$ cat config.mk
export PLATFORM = sky130hd
export DESIGN_NAME = sequence_generator
export DESIGN_NICKNAME = d
export VERILOG_FILES = /design/src/rtl/sequence_generator.sv
export SDC_FILE = /design/constraint.sdc
export NUM_CORES = 1
export LEC_CHECK = 0
export BUFFER_PORTS_ARGS = -buffer_cell sky130_fd_sc_hd__clkbuf_2
export CORE_AREA = 2 2 71 73
export CTS_CLUSTER_DIAMETER = 50
export DETAILED_ROUTE_END_ITERATION = 16
export DIE_AREA = 0 0 73 75
export PLACE_DENSITY = 0.65
export SYNTH_ARGS = -nofsm -noshare
export SYNTH_HDL_FRONTEND = slang
export SYNTH_SLANG_ARGS = --single-unit
$ cat constraint.sdc
create_clock -name clk -period 2.9 [get_ports clk]
set_clock_uncertainty 0.1 [all_clocks]
set_input_delay 0.29 -clock clk [delete_from_list [all_inputs] [get_ports clk]]
set_output_delay 0.29 -clock clk [all_outputs]
set_load 0.05 [all_outputs]
$ cat src/rtl/sequence_generator.sv
// sequence_generator
// Serial frame transmitter. On an accepted start it emits one frame
// 0,1,0^N,1 on sig_out, one bit per enabled clock, where N is sampled from
// 'zeros' when start is accepted. Every completed frame increments a two-digit
// BCD counter (00..99, wraps), shown on two active-low 7-segment displays.
//
// Ports:
//   clk        rising-edge system clock
//   rst        synchronous active-high reset, priority over everything
//   ena        advance enable; 0 holds every register (done included)
//   start      frame request, sampled only in IDLE with ena=1
//   zeros      N, number of middle zeros (ZW bits)
//   sig_out    registered serial output bit
//   busy       registered, high while a frame is being emitted
//   done       registered one-cycle pulse after the last frame bit
//   disp0      ones digit, active-low segments, bit0=a .. bit6=g
//   disp1      tens digit, same encoding
//   state_dbg  current FSM state code, for observation only
//
// Handshake: start is a request with no acknowledge; it is taken on an
// enabled edge while the FSM is in IDLE and ignored (not queued) otherwise.
module sequence_generator #(
  parameter int ZW = 4
) (
  input  logic          clk,
  input  logic          rst,
  input  logic          ena,
  input  logic          start,
  input  logic [ZW-1:0] zeros,
  output logic          sig_out,
  output logic          busy,
  output logic          done,
  output logic [6:0]    disp0,
  output logic [6:0]    disp1,
  output logic [2:0]    state_dbg
);

  typedef enum logic [2:0] {
    IDLE  = 3'd0,
    LEAD0 = 3'd1,
    LEAD1 = 3'd2,
    ZERO  = 3'd3,
    TAIL1 = 3'd4
  } state_t;

  state_t        state_q, state_d;
  logic [ZW-1:0] n_q, n_d;
  logic [ZW-1:0] rem_q, rem_d;
  logic          sig_q, sig_d;
  logic          busy_q, busy_d;
  logic          done_q, done_d;
  logic [3:0]    ones_q, ones_d;
  logic [3:0]    tens_q, tens_d;
  logic          frame_end;

  always_comb begin
    state_d   = state_q;
    n_d       = n_q;
    rem_d     = rem_q;
    frame_end = 1'b0;
    case (state_q)
      IDLE: begin
        if (start) begin
          state_d = LEAD0;
          n_d     = zeros;
        end
      end
      LEAD0: state_d = LEAD1;
      LEAD1: begin
        rem_d   = n_q;
        state_d = (n_q != '0) ? ZERO : TAIL1;
      end
      ZERO: begin
        // rem_q counts the zero bits still to be emitted, this one included.
        rem_d = rem_q - ZW'(1);
        if (rem_q == ZW'(1)) state_d = TAIL1;
      end
      TAIL1: begin
        state_d   = IDLE;
        frame_end = 1'b1;
      end
      default: state_d = IDLE;
    endcase

    // Outputs are decoded from the next state so they line up with it.
    sig_d  = (state_d == LEAD1) || (state_d == TAIL1);
    busy_d = (state_d != IDLE);
    done_d = frame_end;

    ones_d = ones_q;
    tens_d = tens_q;
    if (frame_end) begin
      if (ones_q == 4'd9) begin
        ones_d = 4'd0;
        tens_d = (tens_q == 4'd9) ? 4'd0 : tens_q + 4'd1;
      end else begin
        ones_d = ones_q + 4'd1;
      end
    end
  end

  always_ff @(posedge clk) begin
    if (rst) begin
      state_q <= IDLE;
      n_q     <= '0;
      rem_q   <= '0;
      sig_q   <= 1'b0;
      busy_q  <= 1'b0;
      done_q  <= 1'b0;
      ones_q  <= 4'd0;
      tens_q  <= 4'd0;
    end else if (ena) begin
      state_q <= state_d;
      n_q     <= n_d;
      rem_q   <= rem_d;
      sig_q   <= sig_d;
      busy_q  <= busy_d;
      done_q  <= done_d;
      ones_q  <= ones_d;
      tens_q  <= tens_d;
    end
  end

  function automatic logic [6:0] seg7(input logic [3:0] d);
    case (d)
      4'd0:    seg7 = 7'b1000000;
      4'd1:    seg7 = 7'b1111001;
      4'd2:    seg7 = 7'b0100100;
      4'd3:    seg7 = 7'b0110000;
      4'd4:    seg7 = 7'b0011001;
      4'd5:    seg7 = 7'b0010010;
      4'd6:    seg7 = 7'b0000010;
      4'd7:    seg7 = 7'b1111000;
      4'd8:    seg7 = 7'b0000000;
      4'd9:    seg7 = 7'b0010000;
      default: seg7 = 7'b1111111;
    endcase
  endfunction

  assign sig_out   = sig_q;
  assign busy      = busy_q;
  assign done      = done_q;
  assign disp0     = seg7(ones_q);
  assign disp1     = seg7(tens_q);
  assign state_dbg = state_q;

endmodule

==> run metrics <==
status complete, no violations; endpoints failing setup 0; RSZ-0062 raised after global routing false; Post-CTS Hold Buffers 0; number of I/O pins 28; clock sinks 36; post-synthesis instance area 2073 sq um; dominant cell type by area after synthesis dfxtp_1; CP max stage cell dfxtp_1; met2 Resource Use GR 0.2963; First DRT Iteration DRCs 87; synth warn 0; Worst R2R Start state_dbg[2]; Fill cells 474; Slew @ Worst Pin 0.4643 ns; syn_nets 267; Core Rows 25; R2R Path End disp0[5]; post-CTS setup buffer count 0; P&R area growth vs syn 13.28%; Die W 73 um; CTS tree done; CP arrival 2.65 ns; post-synth cell types 61; ys flop type dfxtp_1; first drt pass iteration count 4; P per Cell Area 413.5 nW/um^2; vias in the first global route 1623; kind of cell adding the most delay to the critical path simple AND/OR/NAND/NOR gates; register clock-pin slew on the reported worst setup and hold paths 0.07 ns; drc violations 0; core area 4661 sq um; drt wl/cell 13.04 um; first-pass GRT wire length 7403 um; worst-path cell chain and4bb_1 > nand2_1 > o21ai_0 > nand2_1 > inv_1 > ha_1 > nor2_1 > mux2_1 > a221o_1 > o21ai_1; initial core utilization 0.4448; GRT overflow 0; Final Max Slew Viols 0; setup TNS 0 ns; Seq cells post-synth 36; gpl congestion 0.7796; WS Path Type reg2reg; static leakage 1.000 nW; htree depth 2; ranking of synthesized cells by area dfxtp_1 35%, ha_1 9.7%, nor2_1 5.1%, a21oi_1 4.6%, nand2_1 3.8%; most frequent cell after synthesis dfxtp_1; gr usage total 0.1767; layout cells sized above 1 0.1985; syn avg cell area 8.532 sq um; M3 GR Usage 0.05087; largest net degree at the start of global routing 15; CTS buffer count 5; crit path capture type flop; Critical Path Sink disp0[5]; Data required, critical path 3.02 ns; initial antenna violation count 0; insertion delay to the later sink of the worst-skew pair 0.29 ns; final period utilization 0.8716; via density per instance 5.365; Post-Route WL 4250 um; Final #Nets 296; asr flop ratio synth 0; final core utilization 0.5039; cells after synthesis 243; peak supply drop 0.0003045 V; via count 1749; Reg2Reg Depth 10; number of synthesized flops with an enable pin 0; Post-DP HPWL 3190 um; GRT Max-Usage Layer met2; Die H 75 um; most used cell along the critical path nand2_1; FF-to-FF setup slack 0.37 ns; number of cells on the critical path 10; cells resized by post-CTS repair 0; max incr delay on CP 0.55 ns; GR met1 Demand/Resource 0.2190; Root Buffer clkbuf_8; max_cap viols 0; Antenna Cells 0; commonest cells in the netlist 36 x dfxtp_1, 28 x nor2_1, 21 x nand2_1; clk buf depth 2; Final ANT Viol Nets 0; HP Class in2reg; Slew headroom 0.6905; critical path fanouts, max 12; CP startpoint state_dbg[2]; Min-Delay Path Depth 3; final hold vios 0; startpoint types flop; Synth top area share 0.3476; buffer and inverter count on the worst path 1; Seq/Total Area, Yosys 0.3476; Final Critical Period 2.528 ns; FMAX 0.3956 GHz; # port buffers 27; die area 5475 sq um
kinds of logic after synthesis:
family	Yosys count	share of synthesized area
compound gates	60	0.2004
flops	36	0.3476
mux	10	0.05130
simple gates	90	0.2305
xor+xnor	3	0.01268
buf+inv	28	0.06095
fa+ha+maj	16	0.09656
per-stage QoR:
stage | worst slack (ns) | power [mW] | cells | hold WS (ns) | cell area [sq um]
2_1_floorplan | 0.1440 | 0.6134 | 243 | 0.3339 | 2073
3_3_place_gp | 0.4124 | 0.6419 | 319 | 0.3863 | 2267
3_5_place_dp | 0.4108 | 0.6423 | 319 | 0.3872 | 2267
4_1_cts | 0.3758 | 0.9814 | 326 | 0.1317 | 2349
5_1_grt | 0.07175 | 1.022 | 326 | 0.1755 | 2349
6_report | 0.3725 | 0.9712 | 326 | 0.1346 | 2349
cell type report:
| cell class | instances | area (sq um) | area share |
|---|---|---|---|
| clock inverter | 2 | 12.51 | 0.005328 |
| inverter | 16 | 65.06 | 0.02770 |
| clock buffer | 5 | 68.82 | 0.02930 |
| timing repair buffer | 34 | 187.7 | 0.07991 |
| sequential | 36 | 720.7 | 0.3069 |
| tap | 54 | 67.56 | 0.02877 |
| multi-input combinational | 179 | 1226 | 0.5221 |
report_power, final:
group / switching [mW] / internal [mW] / leakage [nW] / total [mW]
clock network: 0.179 / 0.163 / 0.0400 / 0.341
logic: 0.0747 / 0.0380 / 0.669 / 0.113
registers: 0.0103 / 0.507 / 0.292 / 0.517
cell usage in the layout, fill, tap and decap left out, types with 4 or more instances in the layout:
cell,netlist,layout
nand3_1,4,4
dfxtp_1,36,36
nand2_1,21,21
o21ai_0,6,6
nor2b_1,4,4
ha_1,16,16
inv_1,14,14
buf_4,1,7
nor3b_1,4,4
mux2i_1,7,7
nand2b_1,4,4
a21oi_1,19,19
clkbuf_8,0,5
clkbuf_2,0,27
nor2_1,28,28
o21ai_1,4,4
worst min-delay path by stage:
stage,endpoint,slack (ns),start
final,n_q[3],0.13,zeros[3]
after global routing,n_q[3],0.18,zeros[3]
after CTS,n_q[3],0.13,zeros[3]
after detailed placement,sig_out,0.39,sig_out
after global placement,sig_out,0.39,sig_out
after floorplan,n_q[0],0.33,zeros[0]
registers in the layout, summed over array words and instances, names as in the netlist, 3 cells and up:
register   count
tens_q         4
n_q            4
state_dbg      3
disp1          7
ones_q         4
rem_q          4
disp0          7
layer usage:
metal / wire, um / vias up
met5: 0 / -
met1: 2039 / 796
met2: 2008 / 33
li1: - / 915
met3: 149 / 5
met4: 53 / 0
tightest hold or removal path: stages:
cell	delay, ns
clkbuf_2	0.07
mux2i_1	0.05
nor2_1	0.07
Note: power is estimated with default switching activity, not from simulation.
